**src/rtl/sdram_bus_arbiter_pkg.sv**
```systemverilog
// Shared definitions for the SDRAM two-master front end.
//   arb_state_e : arbiter phases (drain after reset, idle, access in flight)
//   ID_I / ID_D : master identifiers, also the bit index of each master in
//                 the two-bit request/grant vectors
//   host_req_t  : one master's request fields as presented to the controller
package sdram_bus_arbiter_pkg;

  typedef enum logic [1:0] {
    ST_DRAIN = 2'd0,
    ST_IDLE  = 2'd1,
    ST_BUSY  = 2'd2
  } arb_state_e;

  localparam logic ID_I = 1'b0;
  localparam logic ID_D = 1'b1;

  localparam int unsigned ADDR_W = 30;
  localparam int unsigned DATA_W = 32;
  localparam int unsigned BSEL_W = 4;

  typedef struct packed {
    logic [ADDR_W-1:0] addr;
    logic [DATA_W-1:0] wdata;
    logic              wr_en;
    logic [BSEL_W-1:0] bytesel;
  } host_req_t;

  function automatic logic [1:0] id_onehot(input logic id);
    return (id == ID_D) ? 2'b10 : 2'b01;
  endfunction

endpackage

```
**src/rtl/sdram_bus_arbiter_rr_arb2.sv**
```systemverilog
// Two-way arbiter with a registered last-grant pointer.
//   clk_i, rst_ni : clock, asynchronous active-low reset
//   req_i[1:0]    : requests, bit ID_I = instruction, bit ID_D = data
//   mask_i[1:0]   : masters excluded from this decision
//   take_i        : the grant is being consumed; update the pointer
//   grant_o[1:0]  : one-hot grant among unmasked requesters (combinational)
// RR_EN=1 alternates on contention; RR_EN=0 always favours the data master.
module sdram_rr_arb2
  import sdram_bus_arbiter_pkg::*;
#(
  parameter bit RR_EN = 1'b1
) (
  input  logic       clk_i,
  input  logic       rst_ni,
  input  logic [1:0] req_i,
  input  logic [1:0] mask_i,
  input  logic       take_i,
  output logic [1:0] grant_o
);

  logic       last_q;
  logic [1:0] elig;

  assign elig = req_i & ~mask_i;

  always_comb begin
    grant_o = 2'b00;
    case (elig)
      2'b01:   grant_o = 2'b01;
      2'b10:   grant_o = 2'b10;
      2'b11:   grant_o = (RR_EN && (last_q == ID_D)) ? 2'b01 : 2'b10;
      default: grant_o = 2'b00;
    endcase
  end

  always_ff @(posedge clk_i or negedge rst_ni) begin
    if (!rst_ni) begin
      last_q <= ID_I;
    end else if (take_i && (grant_o != 2'b00)) begin
      last_q <= grant_o[1];
    end
  end

endmodule

```
**src/rtl/sdram_bus_arbiter.sv**
```systemverilog
// Instruction/data bus front end sharing one SDRAM controller.
//   clk, rst_n                 : clock, asynchronous active-low reset
//   i_* / d_*  (in)            : per-master level request and its fields
//   i_ack/d_ack, *_rdata (out) : one-cycle completion pulse with read data
//   cs, h_addr, h_wdata,
//   h_wr_en, h_bytesel (out)   : registered request to the controller
//   h_rdata, h_compl (in)      : controller response, valid on h_compl only
//   h_config_done (in)         : controller initialisation finished
// After reset the block waits DRAIN_CYCLES and for h_config_done before
// serving anything, so completions left over from before reset (or the
// controller's end-of-init pulse) never turn into acks.
module sdram_bus_arbiter
  import sdram_bus_arbiter_pkg::*;
#(
  parameter bit          RR_EN        = 1'b1,
  parameter int unsigned DRAIN_CYCLES = 16
) (
  input  logic        clk,
  input  logic        rst_n,
  input  logic        i_req,
  input  logic [29:0] i_addr,
  input  logic [31:0] i_wdata,
  input  logic        i_wr_en,
  input  logic [3:0]  i_bytesel,
  output logic        i_ack,
  output logic [31:0] i_rdata,
  input  logic        d_req,
  input  logic [29:0] d_addr,
  input  logic [31:0] d_wdata,
  input  logic        d_wr_en,
  input  logic [3:0]  d_bytesel,
  output logic        d_ack,
  output logic [31:0] d_rdata,
  output logic        cs,
  output logic [29:0] h_addr,
  output logic [31:0] h_wdata,
  output logic        h_wr_en,
  output logic [3:0]  h_bytesel,
  input  logic [31:0] h_rdata,
  input  logic        h_compl,
  input  logic        h_config_done
);

  localparam int unsigned     CNT_W     = (DRAIN_CYCLES < 1) ? 1 : $clog2(DRAIN_CYCLES + 1);
  localparam logic [CNT_W-1:0] DRAIN_MAX = CNT_W'(DRAIN_CYCLES);

  arb_state_e        state_q;
  logic [CNT_W-1:0]  drain_cnt_q;
  logic              win_q;
  logic              cs_q;
  logic [29:0]       h_addr_q;
  logic [31:0]       h_wdata_q;
  logic              h_wr_en_q;
  logic [3:0]        h_bytesel_q;
  logic              i_ack_q, d_ack_q;
  logic [31:0]       i_rdata_q, d_rdata_q;

  logic [1:0]        arb_req, arb_mask, grant;
  logic              arb_take, load_en;
  host_req_t         i_bus, d_bus, sel_bus;

  assign i_bus   = {i_addr, i_wdata, i_wr_en, i_bytesel};
  assign d_bus   = {d_addr, d_wdata, d_wr_en, d_bytesel};
  assign sel_bus = grant[1] ? d_bus : i_bus;

  // A master whose ack is on this cycle still has req high; masking it keeps
  // it from being served twice. While busy, the current winner is masked so
  // a completion can only hand the bus to the other master.
  assign arb_req  = {d_req, i_req};
  assign arb_mask = {d_ack_q, i_ack_q}
                  | ((state_q == ST_BUSY) ? id_onehot(win_q) : 2'b00);
  assign arb_take = (state_q == ST_IDLE) || ((state_q == ST_BUSY) && h_compl);
  assign load_en  = arb_take && (grant != 2'b00);

  sdram_rr_arb2 #(
    .RR_EN (RR_EN)
  ) u_arb (
    .clk_i   (clk),
    .rst_ni  (rst_n),
    .req_i   (arb_req),
    .mask_i  (arb_mask),
    .take_i  (arb_take),
    .grant_o (grant)
  );

  always_ff @(posedge clk or negedge rst_n) begin
    if (!rst_n) begin
      state_q     <= ST_DRAIN;
      drain_cnt_q <= '0;
      win_q       <= ID_I;
      cs_q        <= 1'b0;
      h_addr_q    <= '0;
      h_wdata_q   <= '0;
      h_wr_en_q   <= 1'b0;
      h_bytesel_q <= '0;
      i_ack_q     <= 1'b0;
      d_ack_q     <= 1'b0;
      i_rdata_q   <= '0;
      d_rdata_q   <= '0;
    end else begin
      // Responses are single-cycle: everything falls back to zero unless a
      // completion is captured on this edge.
      i_ack_q   <= 1'b0;
      d_ack_q   <= 1'b0;
      i_rdata_q <= '0;
      d_rdata_q <= '0;

      case (state_q)
        ST_DRAIN: begin
          if (drain_cnt_q != DRAIN_MAX) begin
            drain_cnt_q <= drain_cnt_q + 1'b1;
          end else if (h_config_done) begin
            state_q <= ST_IDLE;
          end
        end
        ST_IDLE: begin
          if (load_en) begin
            cs_q    <= 1'b1;
            state_q <= ST_BUSY;
          end
        end
        ST_BUSY: begin
          if (h_compl) begin
            if (win_q == ID_D) begin
              d_ack_q   <= 1'b1;
              d_rdata_q <= h_wr_en_q ? 32'h0 : h_rdata;
            end else begin
              i_ack_q   <= 1'b1;
              i_rdata_q <= h_wr_en_q ? 32'h0 : h_rdata;
            end
            // The controller ignores cs on its completion cycle, so the
            // next request may be presented on this same edge.
            if (!load_en) begin
              cs_q    <= 1'b0;
              state_q <= ST_IDLE;
            end
          end
        end
        default: state_q <= ST_DRAIN;
      endcase

      if (load_en) begin
        h_addr_q    <= sel_bus.addr;
        h_wdata_q   <= sel_bus.wdata;
        h_wr_en_q   <= sel_bus.wr_en;
        h_bytesel_q <= sel_bus.bytesel;
        win_q       <= grant[1];
      end
    end
  end

  assign cs        = cs_q;
  assign h_addr    = h_addr_q;
  assign h_wdata   = h_wdata_q;
  assign h_wr_en   = h_wr_en_q;
  assign h_bytesel = h_bytesel_q;
  assign i_ack     = i_ack_q;
  assign d_ack     = d_ack_q;
  assign i_rdata   = i_rdata_q;
  assign d_rdata   = d_rdata_q;

endmodule

```
**config.mk**
```make
export PLATFORM = sky130hd
export DESIGN_NAME = sdram_bus_arbiter
export DESIGN_NICKNAME = d
export VERILOG_FILES = /design/src/rtl/sdram_bus_arbiter_pkg.sv /design/src/rtl/sdram_bus_arbiter_rr_arb2.sv /design/src/rtl/sdram_bus_arbiter.sv
export SDC_FILE = /design/constraint.sdc
export NUM_CORES = 1
export LEC_CHECK = 0
export CELL_PAD_IN_SITES_DETAIL_PLACEMENT = 0
export CELL_PAD_IN_SITES_GLOBAL_PLACEMENT = 1
export CORE_ASPECT_RATIO = 1.25
export CORE_MARGIN = 1
export CORE_UTILIZATION = 30
export CTS_BUF_LIST = sky130_fd_sc_hd__clkbuf_4
export CTS_CLUSTER_SIZE = 16
export DETAILED_ROUTE_END_ITERATION = 10
export PLACE_DENSITY_LB_ADDON = 0.08
export SLEW_MARGIN = 10
export SYNTH_ARGS = -nofsm -noshare
export SYNTH_HDL_FRONTEND = slang
export SYNTH_SLANG_ARGS = --single-unit
```
**constraint.sdc**
```tcl
create_clock -name clk -period 1.7 [get_ports clk]
set_input_delay 0.34 -clock clk [delete_from_list [all_inputs] [get_ports clk]]
set_output_delay 0.34 -clock clk [all_outputs]
set_load 0.01 [all_outputs]
```
==> results of run 1 <==
logic make-up (layout without fill, tap and decap cells):
logic type               after synthesis  in the layout
other                                  0              2
multiplexers                          69             69
buffers and inverters                 99            413
flip-flops                           142            142
adder cells (fa/ha/maj)                2              2
AO/OA/AOI/OAI                        146            146
XOR/XNOR                               4              4
AND/OR/NAND/NOR                      316            316
critical path: cells and delay by family (launching register included):
family,cells,cell delay [ns]
AOI/OAI and AO/OA,2,0.34
buffers and inverters,2,0.32
DFF,1,0.46
muxes,1,0.29
and+or+nand+nor,1,0.18
synth_stat cells (all sizes together):
library cell,count,area share
a211oi,1,0.0016
o2bb2ai,1,0.0011
dfrtp,142,0.46
o211ai,67,0.065
o31ai,1,0.00097
o21ai,2,0.0013
mux2,67,0.097
a21oi,70,0.046
and3b,1,0.0011
inv,6,0.0029
buf,29,0.021
xnor2,4,0.0045
and4bb,18,0.029
nand3,68,0.044
a21boi,1,0.00097
a21o,1,0.00097
nand2,7,0.0034
ha,2,0.0032
clkbuf,64,0.031
nand4,69,0.056
nand2b,36,0.029
o31a,1,0.0011
nor4bb,49,0.063
nor2b,3,0.0024
o221ai,1,0.0011
mux2i,2,0.0026
nor2,65,0.031
through the flow:
stage	hold WS (ns)	total power [W]	setup WS [ns]	util	instance area, µm²
floorplan	0.04441	0.009844	-0.01775	-	7825
global placement	0.1963	0.01395	-0.3633	0.4534	11470
detailed placement	0.1955	0.01398	-0.3725	0.4534	11470
CTS	0.1003	0.01586	-0.002303	0.4623	11690
global route	0.09344	0.01769	-0.04532	0.4755	12030
finish	0.1603	0.01658	0.01464	0.4756	12030
report_power, final:
part	switching (W)	internal [W]
Combinational	0.00442	0.00481
Clock	0.00164	0.000708
Sequential	0.000579	0.00442
per-layer routing:
layer | wire length, µm | vias to the layer above | GRT usage
li1 | - | 3510 | -
met1 | 12530 | 3742 | 0.2803
met2 | 13930 | 267 | 0.3363
met3 | 2480 | 15 | 0.07111
met4 | 289 | 0 | 0.05263
met5 | 0 | - | 0
cells in the final DEF (no fill, tap or decap), types with 2 or more instances in the layout:
master / count
and4bb_2: 13
nand2_1: 7
buf_16: 2
o211ai_1: 67
clkbuf_4: 17
buf_4: 41
clkinv_4: 4
mux2_2: 48
o21ai_0: 2
nor4bb_1: 49
clkinv_8: 7
nand3_1: 68
and4bb_1: 5
mux2i_1: 2
inv_1: 6
buf_2: 3
clkdlybuf4s15_1: 25
nand2b_4: 2
nand4_1: 69
dfrtp_1: 140
clkbuf_16: 6
mux2_4: 19
nor2_1: 65
nor2b_4: 3
buf_6: 4
nand2b_1: 33
inv_8: 4
ha_1: 2
dlygate4sd2_1: 107
a21oi_1: 69
clkdlybuf4s50_1: 169
diode_2: 2
xnor2_1: 4
buf_12: 17
sequential cells by signal, indices dropped and copies added (netlist names), 2 cells and up:
signal       count
drain_cnt_q      5
h_addr          30
state_q          2
h_wdata         32
i_rdata         32
h_bytesel        4
d_rdata         32
timing repair:
item	4_1_cts	5_1_grt
endpoints found under the setup margin	134	58
setup buffers	7	9
cloned	0	7
hold endpoints to repair	142	0
pin swaps	0	2
hold buffers	1	0
gates resized for setup	146	35
final cells by class:
| type | instances | area (µm²) |
|---|---|---|
| antenna | 2 | 5.005 |
| clock buffer | 17 | 127.6 |
| clock inverter | 15 | 193.9 |
| fill | 2439 | 13260 |
| inverter | 6 | 22.52 |
| multi-input combinational | 537 | 3900 |
| sequential | 142 | 3558 |
| tap | 335 | 419.2 |
| timing repair buffer | 375 | 3802 |
final timing paths:
path | end | cells after the start | slack [ns] | from
setup / recovery | h_bytesel[0] | 6 | 0.01 | d_ack
hold / removal | h_addr[15] | 2 | 0.16 | rst_n
setup reg to reg | h_bytesel[0] | 6 | 0.01 | d_ack
hold reg to reg | drain_cnt_q[4] | 1 | 0.50 | drain_cnt_q[4]
max in group asynchronous | i_rdata[24] | 3 | 0.92 | rst_n
min in group clk | i_rdata[8] | 3 | 0.31 | h_rdata[8]
==> metrics.txt, run 1 <==
status finished, final reports clean; first-pass GRT wire length around 44000 µm; largest net degree at the start of global routing 52; Worst Setup Start Kind register; register area share after synthesis 0.4581; clk_skew around 0.032 ns; DR pass1 iterations 5; final net count roughly 1300; main combinational cell family by area after synthesis simple AND/OR/NAND/NOR gates; Final Hold Vio Count 0; clock edge transition at the registers on the reported setup and hold paths between 0.15 and 0.2 ns; multiplexer share of the synthesized area 0.09985; post-placement cell count 1371; Die ar. 0.02650 mm²; Post-Synth Simple-Gate Area 0.2592; leakage power roughly 5.4 nW; grt ovf 0; vias in the first global route 7521; Crit path arrival time 2.12 ns; Area growth syn-to-layout 55.09%; FMAX 593.3 MHz; num rows 65; Req. time, crit path 2.13 ns; layout cell share with drive strength beyond 1 0.1786; Mapped Area 0.007756 mm²; Vias/cell roughly 5.3; flops & latches, synth around 140; # setup viols final 0; CORE AREA 0.02529 mm²; sum of negative setup slack 0 ns; Syn. warnings 0; Max FO, Critical Path 7; Synth Instances approximately 780; syn_nets 952; Slew HR 0.7175; H-tree depth 4; VDD IR max approximately 0.00058 V; Port Buffers around 300; RSZ-0062 raised after global routing true; WL/cell 20.45 µm; Die X around 150 µm; Clock Sink Count around 140; Period minus WS final about 1.7 ns; CTS buffer count 17; number of I/O pins 306; Cell variety after synth 33; post-synthesis compound-gate area fraction 0.1197; Hold Crit Class in2async; CP Capture Type register; period utilization 0.9914; routed via count approximately 7500; Die Y roughly 180 µm; slew of the pin with the lowest slew margin around 0.42 ns; Final Wtd Congestion around 0.72; worst path cell trace nand2b_4 -> a211oi_4 -> a21oi_4 -> buf_12 -> buf_16 -> mux2_4; initial core utilization 0.3067; clk root buf clkbuf_4; Routed WL between 20000 and 30000 µm; Max stage delay on crit path about 0.46 ns; DR DRC count 0; CTS tree built; initial antenna violation count 2; worst skew pair latency 0.56 ns; Post-Synth XOR/XNOR Area 0.004517; drt first-iter violations roughly 420; Slew Viols, Final 0; WS Path Type reg2reg; Power Density 1378 mW/mm²; Final ANT Viol Nets 0; # Max-Cap Violations 0; GRT Overall Usage 0.2134; final HPWL from detailed placement ~19000 µm; Avg Cell Area, Syn between 9 and 10 µm²; CTS max path bufs 2; Crit-path slowest cell dfrtp_2; adder-cell share of the synthesized area 0.003226; Non-Filler Instances 1429
Power figures use the tool's default switching activity.
==> run 2: changes to the inputs <==
==> constraint.sdc (replaced) <==
create_clock -name clk -period 1.7 [get_ports clk]
set_input_delay 0.34 -clock clk [delete_from_list [all_inputs] [get_ports clk]]
set_output_delay 0.34 -clock clk [all_outputs]
set_load 0.02 [all_outputs]
==> run 2 against run 1 <==
Effect of this change:
- design area fell by 1.2%
- sequential power increased by 1%
- fmax about the same
- sequential share of layout area is 0.37 points higher
- non-clock buffer count shrank 7
- core utilization down 0.57 points
- register-to-register slack about the same
- flip-flop and latch count unchanged
- wire length is 5.9% higher
- global-route usage rose by 0.44 points
- largest power group unchanged
- combinational power increased by 6.5%
==> metrics.txt, run 2 (synthesized netlist as in run 1, its figures left out) <==
CORE AREA 0.02529 mm²; post-placement cell count between 1000 and 1500; status finished, final reports clean; Vias/cell between 5 and 6; Non-Filler Instances between 1000 and 1500; r2r startpoint u_arb.last_q; Slew Viols, Final 0; final HPWL from detailed placement around 19000 µm; commonest non-fill, non-tap cell in the layout clkdlybuf4s50_1; leakage power 5.104 nW; vias in the first global route between 7000 and 8000; sum of negative setup slack 0 ns; commonest non-fill, non-tap cells in the layout clkdlybuf4s50_1, dfrtp_1, nand4_1, nand3_1; CTS max path bufs 2; Die ar. 0.02650 mm²; worst path cell trace mux2i_2 -> a21oi_4 -> buf_12 -> buf_12 -> mux2_2; first-pass GRT wire length approximately 45000 µm; Port Buffers roughly 310; DR pass1 iterations 5; final net count 1246; Power Density approximately 1400 mW/mm²; CTS buffer count 17; Req. time, crit path about 2.2 ns; Area growth syn-to-layout 53.22%; Crit-path slowest cell dfrtp_4; Register Area ~0.0036 mm²; period utilization 0.9912; VDD IR max about 0.00066 V; num rows 65; Final Hold Vio Count 0; fillers 2443; CTS tree built; Max FO, Critical Path 17; most frequent CP cell buf_12; # Max-Cap Violations 0; largest net degree at the start of global routing 79; CP startpoint u_arb.last_q; Worst Setup Start Kind register; RSZ-0062 raised after global routing true; FMAX ~600 MHz; Final Wtd Congestion about 0.74; Crit path arrival time 2.17 ns; initial core utilization 0.3067; Max stage delay on crit path about 0.55 ns; Die Y 181.8 µm; Clock Sink Count between 100 and 150; worst skew pair latency roughly 0.60 ns; Final ANT Viol Nets 0; final instance area between 0.01 and 0.015 mm²; multi-input logic area 0.003924 mm²; Die X about 150 µm; WS Path Type reg2reg; Hold Crit Class in2async; Post-DP Area 0.01145 mm²; DR DRC count 0; drt first-iter violations roughly 480; Period minus WS final between 1.5 and 2 ns; CP Capture Type register; routed via count around 7600; number of I/O pins 306; Slew HR 0.6590; GRT Overall Usage 0.2178; Routed WL around 31000 µm; clock edge transition at the registers on the reported setup and hold paths approximately 0.15 ns; # setup viols final 0; total power 0.01709 W; layout cell share with drive strength beyond 1 0.2332; WL/cell around 22 µm; H-tree depth 4; clk root buf clkbuf_4; initial antenna violation count 2; slew of the pin with the lowest slew margin roughly 0.51 ns; clk_skew 0.02293 ns; grt ovf 0
## run 2: changes by cell type in the layout (fill, tap and decap cells not counted), moves of 4 or more
cell             previous run  this run
buf_6                       4        12
inv_8                       4         0
inv_6                       0         6
clkbuf_2                    0        41
dlygate4sd2_1             107        17
clkdlybuf4s15_2             0        21
buf_4                      41        30
clkinv_8                    7         0
clkdlybuf4s15_1            25        53
## run 2: layout make-up
type,count,area share
Inverter,6,0.001895
Clock inverter,14,0.01095
Timing Repair Buffer,368,0.3106
Sequential cell,142,0.2995
Multi-Input combinational cell,537,0.3302
Antenna cell,1,0.0002106
Clock buffer,18,0.01137
Tap cell,335,0.03527
## run 2: layer usage
metal,vias up,routed length (µm),track usage
met5,-,17,0
met2,309,14840,0.3544
met1,3788,13060,0.2709
li1,3505,-,-
met4,2,441,0.06442
met3,31,2594,0.07563
## run 2: report_power, final
| part | internal [W] | total [W] | switching [W] | leakage (nW) |
|---|---|---|---|---|
| registers | 0.00443 | 0.00506 | 0.000636 | 1.81 |
| clock network | 0.000764 | 0.00220 | 0.00144 | 0.146 |
| logic | 0.00457 | 0.00983 | 0.00526 | 3.15 |
## run 2: final timing paths
check / depth (start not counted) / slack [ns] / to
setup / recovery: 5 / 0.01 / h_addr[21]
hold / removal: 2 / 0.19 / h_addr[11]
setup reg to reg: 5 / 0.01 / h_addr[21]
hold reg to reg: 1 / 0.49 / drain_cnt_q[4]
max in group asynchronous: 3 / 0.87 / h_wdata[24]
min in group clk: 4 / 0.23 / state_q[1]
## run 2: per-stage QoR
| stage | hold slack [ns] | setup WS, ns | utilization |
|---|---|---|---|
| final | 0.1856 | 0.01500 | 0.4698 |
| after global routing | 0.1808 | -0.06617 | 0.4698 |
| after CTS | 0.1619 | -0.1696 | 0.4618 |
| after detailed placement | 0.2692 | -0.3672 | 0.4528 |
| after global placement | 0.2690 | -0.3597 | 0.4528 |
| after floorplan | 0.04441 | -0.05088 | - |
## run 2: what timing repair did
item / in CTS / in global routing
hold buffers: 1 / 0
cloned: 0 / 10
endpoints found under the hold margin: 103 / 0
resized for setup: 237 / 107
setup endpoints to repair: 134 / 144
pin swaps: 0 / 4
setup buffers: 0 / 5
## run 2: critical path, delay by kind of cell, from the launching register on
kind                   cells  cell delay [ns]
flip-flops                 1             0.55
multiplexers               2             0.53
buffers and inverters      2             0.34
AO/OA/AOI/OAI              1             0.15
